==> config.mk <==
export PLATFORM = sky130hd
export DESIGN_NAME = v_bb_requester
export DESIGN_NICKNAME = d
export VERILOG_FILES = /design/src/rtl/v_bb_requester.sv
export SDC_FILE = /design/constraint.sdc
export NUM_CORES = 1
export LEC_CHECK = 0
export CAP_MARGIN = 0
export CORE_MARGIN = 5
export CORE_UTILIZATION = 57
export DETAILED_ROUTE_END_ITERATION = 8
export PLACE_DENSITY = 0.9
export SLEW_MARGIN = 10
export SYNTH_ARGS = -nofsm -noshare
export SYNTH_HDL_FRONTEND = slang
export SYNTH_SLANG_ARGS = --single-unit
==> constraint.sdc <==
create_clock -name CLK -period 6.6 [get_ports CLK]
set_clock_uncertainty 0.1 [all_clocks]
set_input_delay 1.32 -clock CLK [delete_from_list [all_inputs] [get_ports CLK]]
set_output_delay 1.32 -clock CLK [all_outputs]
set_load 0.05 [all_outputs]
==> src/rtl/v_bb_requester.sv <==
// Requester stage: issues one REQ per accepted command, tracks in-flight requests
// against credits, and buffers ACK data in a response FIFO. Optional watchdog: REQ_TIMEOUT_EN.
module v_bb_requester #(
    parameter int MAX_OUTSTANDING = 4,
    parameter int FIFO_DEPTH      = 4,
    parameter int TIMEOUT         = 16
) (
    input  logic       CLK,
    input  logic       RST_N,
    input  logic       CMD_VALID,
    output logic       CMD_READY,
    output logic       REQ,
    input  logic       ACK,
    input  logic [2:0] DATA,
    output logic       RSP_VALID,
    input  logic       RSP_READY,
    output logic [2:0] RSP_DATA,
    output logic [2:0] OUTSTANDING,
    output logic       IDLE,
    output logic       ERR
);
    localparam int AW = $clog2(FIFO_DEPTH);
    localparam int CW = AW + 1;

    typedef enum logic [1:0] {
        S_IDLE   = 2'd0,
        S_ACTIVE = 2'd1,
        S_DRAIN  = 2'd2,
        S_ERR    = 2'd3
    } state_t;

    state_t          state_q, state_d;
    logic [2:0]      out_q, out_d;
    logic [CW-1:0]   cnt_q, cnt_d;
    logic [AW-1:0]   wr_q, wr_d, rd_q, rd_d;
    logic [2:0]      mem_q [FIFO_DEPTH];
    logic            req_q;
    logic            rdy_q, rdy_d;

    logic in_err_s, accept_s, ack_ok_s, spurious_s, push_s, pop_s, timeout_s;

    assign in_err_s   = (state_q == S_ERR);
    assign accept_s   = CMD_VALID & rdy_q;
    assign ack_ok_s   = ACK & ~in_err_s & (out_q != 3'd0);
    assign spurious_s = ACK & ~in_err_s & (out_q == 3'd0);
    assign push_s     = ack_ok_s;
    assign pop_s      = (cnt_q != CW'(1'b0)) & RSP_READY;

`ifdef REQ_TIMEOUT_EN
    logic [7:0] wd_q, wd_d;

    // Watchdog: counts cycles without a valid ACK while requests are in flight
    always_comb begin
        wd_d = wd_q;
        if (in_err_s || (out_q == 3'd0) || ack_ok_s) begin
            wd_d = 8'd0;
        end else if (wd_q != 8'(TIMEOUT)) begin
            wd_d = wd_q + 8'd1;
        end else begin
            wd_d = wd_q;
        end
    end

    // Watchdog register
    always_ff @(posedge CLK or negedge RST_N) begin
        if (!RST_N) begin
            wd_q <= 8'd0;
        end else begin
            wd_q <= wd_d;
        end
    end

    assign timeout_s = (wd_q == 8'(TIMEOUT)) & ~in_err_s;
`else
    assign timeout_s = 1'b0;
`endif

    // Next-state: credit counter, FIFO pointers, FSM and registered ready
    always_comb begin
        out_d   = out_q;
        cnt_d   = cnt_q;
        wr_d    = wr_q;
        rd_d    = rd_q;
        state_d = state_q;
        rdy_d   = 1'b0;

        case ({accept_s, ack_ok_s})
            2'b10:   out_d = out_q + 3'd1;
            2'b01:   out_d = out_q - 3'd1;
            default: out_d = out_q;
        endcase

        case ({push_s, pop_s})
            2'b10:   cnt_d = cnt_q + CW'(1'b1);
            2'b01:   cnt_d = cnt_q - CW'(1'b1);
            default: cnt_d = cnt_q;
        endcase

        if (push_s) begin
            wr_d = wr_q + AW'(1'b1);
        end else begin
            wr_d = wr_q;
        end
        if (pop_s) begin
            rd_d = rd_q + AW'(1'b1);
        end else begin
            rd_d = rd_q;
        end

        // Non-error state is derived from the post-edge occupancy
        case (state_q)
            S_ERR: state_d = S_ERR;
            default: begin
                if (spurious_s || timeout_s) begin
                    state_d = S_ERR;
                end else if (out_d != 3'd0) begin
                    state_d = S_ACTIVE;
                end else if (cnt_d != CW'(1'b0)) begin
                    state_d = S_DRAIN;
                end else begin
                    state_d = S_IDLE;
                end
            end
        endcase

        rdy_d = (state_d != S_ERR) &&
                (out_d < 3'(MAX_OUTSTANDING)) &&
                ((8'(out_d) + 8'(cnt_d)) < 8'(FIFO_DEPTH));
    end

    // State, credit and FIFO registers
    always_ff @(posedge CLK or negedge RST_N) begin
        if (!RST_N) begin
            state_q <= S_IDLE;
            out_q   <= 3'd0;
            cnt_q   <= CW'(1'b0);
            wr_q    <= AW'(1'b0);
            rd_q    <= AW'(1'b0);
            req_q   <= 1'b0;
            rdy_q   <= 1'b0;
            for (int i = 0; i < FIFO_DEPTH; i++) begin
                mem_q[i] <= 3'd0;
            end
        end else begin
            state_q <= state_d;
            out_q   <= out_d;
            cnt_q   <= cnt_d;
            wr_q    <= wr_d;
            rd_q    <= rd_d;
            req_q   <= accept_s;
            rdy_q   <= rdy_d;
            if (push_s) begin
                mem_q[wr_q] <= DATA;
            end else begin
                mem_q[wr_q] <= mem_q[wr_q];
            end
        end
    end

    assign CMD_READY   = rdy_q;
    assign REQ         = req_q;
    assign RSP_VALID   = (cnt_q != CW'(1'b0));
    assign RSP_DATA    = mem_q[rd_q];
    assign OUTSTANDING = out_q;
    assign IDLE        = (state_q == S_IDLE);
    assign ERR         = (state_q == S_ERR);
endmodule
==> summary.md, run 1 <==
| Metric | Value |
|---|---|
| Outcome | finished clean |
| Die area | roughly 0.0035 sq mm |
| Max H-tree Level | 1 |
| Die Width | slightly below 60 microns |
| Pwr/cell area | a little over 500 mW/mm^2 |
| Routed wire length | about 2700 microns |
| CTS hold repair buffers | 0 |
| Largest net degree at the start of global routing | 27 |
| Final Wtd Congestion | 0.777 |
| Initial antenna violation count | 0 |
| Fin. Hold Viols | 0 |
| Clock sink count | 26 |
| YS warnings | 0 |
| Post-synth cell types | 28 |
| Hold WS | 0.436 ns |
| Starting Density | roughly three fifths |
| Post-CTS Repair Setup Buffers | 0 |
| Register clock-pin slew on the reported worst setup and hold paths | roughly 0.13 ns |
| Hpwl dp | 2120 microns |
| First-pass GRT wire length | around 4700 microns |
| Antenna Nets Post-Route | 0 |
| Pre-Repair DR Iteration Count | 4 |
| Clk buf depth | 2 |
| Nets | 150 |
| R2r worst-path depth | 11 |
| Hold Crit Start | CMD_READY |
| NetSw | ~0.00038 W |
| P&R area growth vs syn | 15.9% |
| Sequential share of power | between 30% and 40% |
| Buf/Inv on CP | 2 |
| Crit Path Max Fanout | 8 |
| Post-CTS resize count | 0 |
| Slew margin rel. | a little over two fifths |
| CTS Buf Count | 3 |
| Final setup vio count | 0 |
| Max Slew Vio Count | 0 |
| Instance count of the mapped netlist | around 110 |
| Critical path arrival | ~4.6 ns |
| Layout cells sized above 1 | between 10% and 20% |
| Final core occ | 70.3% |
| CP Capture Type | register |
| WL per Instance | about 17 microns |
| DRC Markers | 0 |
| Total of max-cap violations | 0 |
| Min Clock Period, post-route | ~4.5 ns |
| Filler Cells Inserted | around 170 |
| F_max | between 0.2 and 0.25 GHz |
| Clock network fraction of total power | between 8 and 9% |
| CP required | between 6 and 7 ns |
| Vias in the first global route | between 900 and 1000 |
| CTS tree | done |
| TNS Setup | 0 ns |
| RSZ-0062 raised after global routing | no |
| Combinational fraction of design power | approximately 57% |
| I/O Pins | 19 |
| CP cell instances | clkdlybuf4s50_1 > nor3b_2 > inv_1 > ha_1 > fa_1 > xnor2_1 > or3_1 > nand2_1 > ha_1 > or3_1 > a311oi_1 |
| All-Layer GR Usage | between 15 and 20% |
| Vias | 909 |
| Grt ovf | 0 |
| Power Total | 0.000822 W |
| Leak | around 0.63 nW |
| R2R Setup Slk | ~3 ns |
| Instance count on the critical path | 11 |
| Pint | between 0.0004 and 0.0005 W |
| Worst Setup SP | ACK |
| Syn_area_per_cell | roughly 12 sq um |
| CTS Root Cell | clkbuf_4 |
| End of the critical path | CMD_READY |
| FF+latch count, synth | 26 |
| Starting DRT DRC Count | 21 |
| Synthesized netlist net count | about 130 |
| Via density per instance | 5.75 |
| Sw Ratio | a little under half |
| Antenna Cells | 0 |
| CP Class | in2reg |
| Number of port buffers | 18 |
| CP max stage delay | 0.70 ns |
| Reg-to-reg endpoint | CMD_READY |
| Nature of the critical path startpoint | primary input |
| Netlist Area Pre-Place | 0.00137 sq mm |
| Reg2reg start | OUTSTANDING[0] |
| Period utilisation layout | about two thirds |
| Crit-path leading delay family | simple AND/OR/NAND/NOR gates |
| Tightest Pin Transition | about 0.84 ns |
| Row cnt | 17 |
| HP Class | reg2reg |
| Clock insertion delay at the later pin of the skew report | 0.31 ns |
| Die Ht | between 50 and 60 microns |
| Register area share after synthesis | between 40 and 50% |
| Slowest-stage cell, CP | nor3b_2 |
| Worst VDD drop | 0.000304 V |
| Core area | between 0.002 and 0.0025 sq mm |
[power by group through the flow]
stage,clock network (W),logic (W),registers [W]
5_1_grt,0.0000762,0.000504,0.000298
3_5_place_dp,0,0.000468,0.000292
3_3_place_gp,0,0.000445,0.000284
2_1_floorplan,0,0.000326,0.000302
6_report,0.0000663,0.000468,0.000287
4_1_cts,0.0000672,0.000472,0.000288
[tightest hold or removal path: cells and delay by family, from the launching register on]
family | cells | cell delay (ns)
DFF | 1 | 0.37
buffers and inverters | 1 | 0.06
and+or+nand+nor | 1 | 0.08
[synth_stat cells (all sizes together)]
master	count	area (sq um)
nor3	1	10.0
and2	2	15.0
or2	1	6.26
nand3	1	5.00
dfrtp	26	651
nand2	5	18.8
nor3b	1	12.5
a22oi	1	7.51
xnor2	6	52.6
ha	8	100
buf	1	11.3
a21oi	13	80.1
mux2	2	22.5
xor2	1	8.76
o31ai	1	7.51
nor2	16	60.1
mux2i	3	50.1
a311oi	1	8.76
o21ai	3	15.0
fa	2	40.0
mux4	6	135
inv	4	15.0
and3	1	6.26
or3	4	25.0
clkbuf	1	3.75
[how the worst min path moves through the flow]
| stage | slack (ns) | cells after the start | end |
|---|---|---|---|
| 6_report | 0.44 | 2 | REQ |
| 5_1_grt | 0.49 | 2 | REQ |
| 4_1_cts | 0.43 | 2 | REQ |
| 3_5_place_dp | 0.40 | 2 | REQ |
| 3_3_place_gp | 0.39 | 2 | REQ |
| 2_1_floorplan | 0.40 | 2 | mem_q[0] |
[layout by cell type (no fill, tap or decap), drive strengths merged, types with 3 or more instances in the layout]
cell / Yosys / routed
a21oi: 13 / 13
clkbuf: 1 / 3
clkdlybuf4s50: 0 / 17
dfrtp: 26 / 26
ha: 8 / 8
inv: 4 / 4
mux2i: 3 / 3
mux4: 6 / 6
nand2: 5 / 5
nor2: 16 / 16
o21ai: 3 / 3
or3: 4 / 4
xnor2: 6 / 6
[per-stage QoR]
stage / setup slack [ns] / cell area (sq um) / std cells
after detailed placement: 1.79 / 1570 / 155
after global routing: 1.99 / 1590 / 158
final: 2.10 / 1590 / 158
after CTS: 2.11 / 1590 / 158
after global placement: 1.91 / 1570 / 155
after floorplan: 2.89 / 1370 / 111
[cell type report]
class | count | area, sq um | area share, %
multi-input combinational | 79 | 687 | 43.3
sequential | 26 | 651 | 41.0
timing repair buffer | 18 | 175 | 11.0
tap | 28 | 35.0 | 2.21
clock buffer | 3 | 22.5 | 1.42
inverter | 4 | 15.0 | 0.947
[state kept, by name (all words and copies together), names as in the netlist]
name,cells
wr_q,2
state_q,2
REQ,1
cnt_q,3
rd_q,2
mem_q,12
OUTSTANDING,3
CMD_READY,1
[layer usage]
layer / routed length [microns] / up-vias / global-route usage [%]
met5: 0 / - / 0
met4: 17 / 0 / 5.83
met3: 81 / 2 / 3.05
met2: 1450 / 14 / 31.5
met1: 1180 / 464 / 22.3
li1: - / 429 / -
[kinds of logic (layout without fill, tap and decap cells)]
group,count (synthesis),after routing,synth area share (%)
adder cells (fa/ha/maj),10,10,10.2
flip-flops,26,26,47.6
AO/OA/AOI/OAI,19,19,8.69
XOR/XNOR,7,7,4.48
AND/OR/NAND/NOR,32,32,11.6
buffers and inverters,6,25,2.20
multiplexers,11,11,15.2
No activity file was read; power rests on OpenSTA's default activity.
==> inputs of run 2 (changes only) <==
--- a/config.mk
+++ b/config.mk
@@ -7,9 +7,9 @@
 export LEC_CHECK = 0
 export CAP_MARGIN = 0
 export CORE_MARGIN = 5
-export CORE_UTILIZATION = 57
+export CORE_UTILIZATION = 48
 export DETAILED_ROUTE_END_ITERATION = 8
-export PLACE_DENSITY = 0.9
+export PLACE_DENSITY = 0.81
 export SLEW_MARGIN = 10
 export SYNTH_ARGS = -nofsm -noshare
 export SYNTH_HDL_FRONTEND = slang
==> constraint.sdc (replaced) <==
create_clock -name CLK -period 3.9 [get_ports CLK]
set_clock_uncertainty 0.1 [all_clocks]
set_input_delay 0.78 -clock CLK [delete_from_list [all_inputs] [get_ports CLK]]
set_output_delay 0.78 -clock CLK [all_outputs]
set_load 0.05 [all_outputs]
==> run 2 against run 1 <==
Against the previous run: combinational power increased by 66%; non-clock buffer count increased by 1; sequential share of layout area fell by 0.29 points; count of clock-buffer cells in the layout unchanged; die area grew 15%; worst setup slack worse by 1.6 ns; clock power is 69% higher; sequential power grew 69%; design area rose by 0.71%; hold slack got worse by 0.10 ns; global-route usage is 3.8 points lower; critical path type unchanged.
==> summary.md, run 2 (synthesized netlist as in run 1, its figures left out) <==
| Metric | Value |
|---|---|
| Crit Path Max Fanout | 3 |
| Layout cells sized above 1 | roughly 18% |
| Die Width | between 60 and 70 microns |
| Nature of the critical path startpoint | primary input |
| Pre-CTS setup slack | roughly 0.15 ns |
| I/O Pins | 19 |
| Clock sink count | 26 |
| Pre-Repair DR Iteration Count | 4 |
| F_max | 0.296 GHz |
| Starting Density | approximately 50% |
| Max FFs per register | 12 |
| Clock insertion delay at the later pin of the skew report | about 0.31 ns |
| HP Class | in2async |
| R2r worst-path depth | 10 |
| Fin. Hold Viols | 0 |
| Final setup margin | ~0.52 ns |
| Slew margin rel. | 62.0% |
| Power Total | 0.00137 W |
| CTS tree | done |
| CP required | 4.03 ns |
| Initial antenna violation count | 0 |
| Row cnt | 19 |
| Most frequent cells in the layout | 26 x dfrtp_1, 17 x clkdlybuf4s50_1, 16 x nor2_1, 9 x a21oi_1, 8 x ha_1 |
| Fin cells | ~160 |
| Register clock-pin slew on the reported worst setup and hold paths | ~0.13 ns |
| Min Clock Period, post-route | 3.38 ns |
| Grt ovf | 0 |
| Number of port buffers | 18 |
| Antenna Nets Post-Route | 0 |
| Placed cell count | 159 |
| Hpwl dp | 2000 microns |
| TNS Setup | 0 ns |
| Antenna Cells | 0 |
| Post-CTS resize count | 0 |
| Largest net degree at the start of global routing | 27 |
| Max Slew Vio Count | 0 |
| Post-CTS Repair Setup Buffers | 0 |
| Vias in the first global route | 998 |
| Vias | 892 |
| Pwr/cell area | about 860 mW/mm^2 |
| Starting DRT DRC Count | 26 |
| CP Class | in2reg |
| Total of max-cap violations | 0 |
| CP Capture Type | register |
| Reg with most FFs | mem_q |
| All-Layer GR Usage | 14.1% |
| RSZ-0062 raised after global routing | no |
| P&R area growth vs syn | 16.7% |
| WL per Instance | 15.6 microns |
| Tightest Pin Transition | 0.570 ns |
| Leak | about 0.63 nW |
| Final setup vio count | 0 |
| CTS hold repair buffers | 0 |
| Critical path arrival | 3.51 ns |
| Period utilisation layout | just under 90% |
| Via density per instance | 5.51 |
| Die Ht | 63.4 microns |
| Core area | approximately 0.0027 sq mm |
| Worst VDD drop | around 0.00062 V |
| Nets | ~150 |
| Final Wtd Congestion | 0.838 |
| CTS Root Cell | clkbuf_4 |
| DRC Markers | 0 |
| Max H-tree Level | 1 |
| Commonest non-fill, non-tap cell in the layout | dfrtp_1 |
| Outcome | finished clean |
| First-pass GRT wire length | between 4000 and 5000 microns |
| Clk buf depth | 2 |
| Routed wire length | about 2500 microns |
| CTS Buf Count | 3 |
| Die area | approximately 0.004 sq mm |
## run 2: cell types whose count changed in the layout (fill, tap and decap cells not counted)
| cell | change |
|---|---|
| buf_4 | +1 |
## run 2: final cells by class
class,count,area [sq um]
inverters,4,15.0
flip-flops and latches,26,651
clock buffers,3,22.5
fillers,231,1140
repair buffers,19,183
multi-input cells,79,687
well taps,31,38.8
## run 2: path summary, 6_finish.rpt
check,from,to,slack (ns)
worst max-delay path,ACK,CMD_READY,0.52
worst min-delay path,RST_N,mem_q[9],0.33
max in group asynchronous,RST_N,cnt_q[2],2.99
worst max register to register,cnt_q[0],CMD_READY,0.73
min in group CLK,CMD_READY,REQ,0.42
worst min register to register,CMD_READY,REQ,0.42
## run 2: where the power goes
part	switching, W	leakage (nW)	total, W	internal (W)
logic	0.000438	0.337	0.000779	0.000342
registers	0.000118	0.281	0.000484	0.000366
clock network	0.0000754	0.0138	0.000112	0.0000361
total	0.000631	0.631	0.00137	0.000744
## run 2: metal layers
metal	wire length, microns	global-route usage (%)	part of all wire (%)	up-vias
li1	-	-	-	432
met1	1080	17.2	43	438
met2	1330	24.4	53	20
met3	111	3.20	4.4	2
met4	9	4.68	0.36	0
met5	0	0	0	-
## run 2: stage by stage
| stage | util (%) | area [sq um] | hold slack [ns] |
|---|---|---|---|
| after floorplan | - | 1370 | 0.384 |
| after global placement | 57.8 | 1580 | 0.417 |
| after detailed placement | 57.8 | 1580 | 0.402 |
| after CTS | 58.6 | 1600 | 0.431 |
| after global routing | 58.4 | 1600 | 0.363 |
| final | 58.4 | 1600 | 0.335 |
## run 2: critical path, cell delays in order
cell,delay [ns]
clkdlybuf4s50_1,0.47
nor3b_2,0.25
inv_1,0.07
ha_1,0.22
fa_1,0.39
xnor2_1,0.14
or3_1,0.33
nand2_1,0.10
ha_1,0.22
or3_1,0.34
a311oi_1,0.21
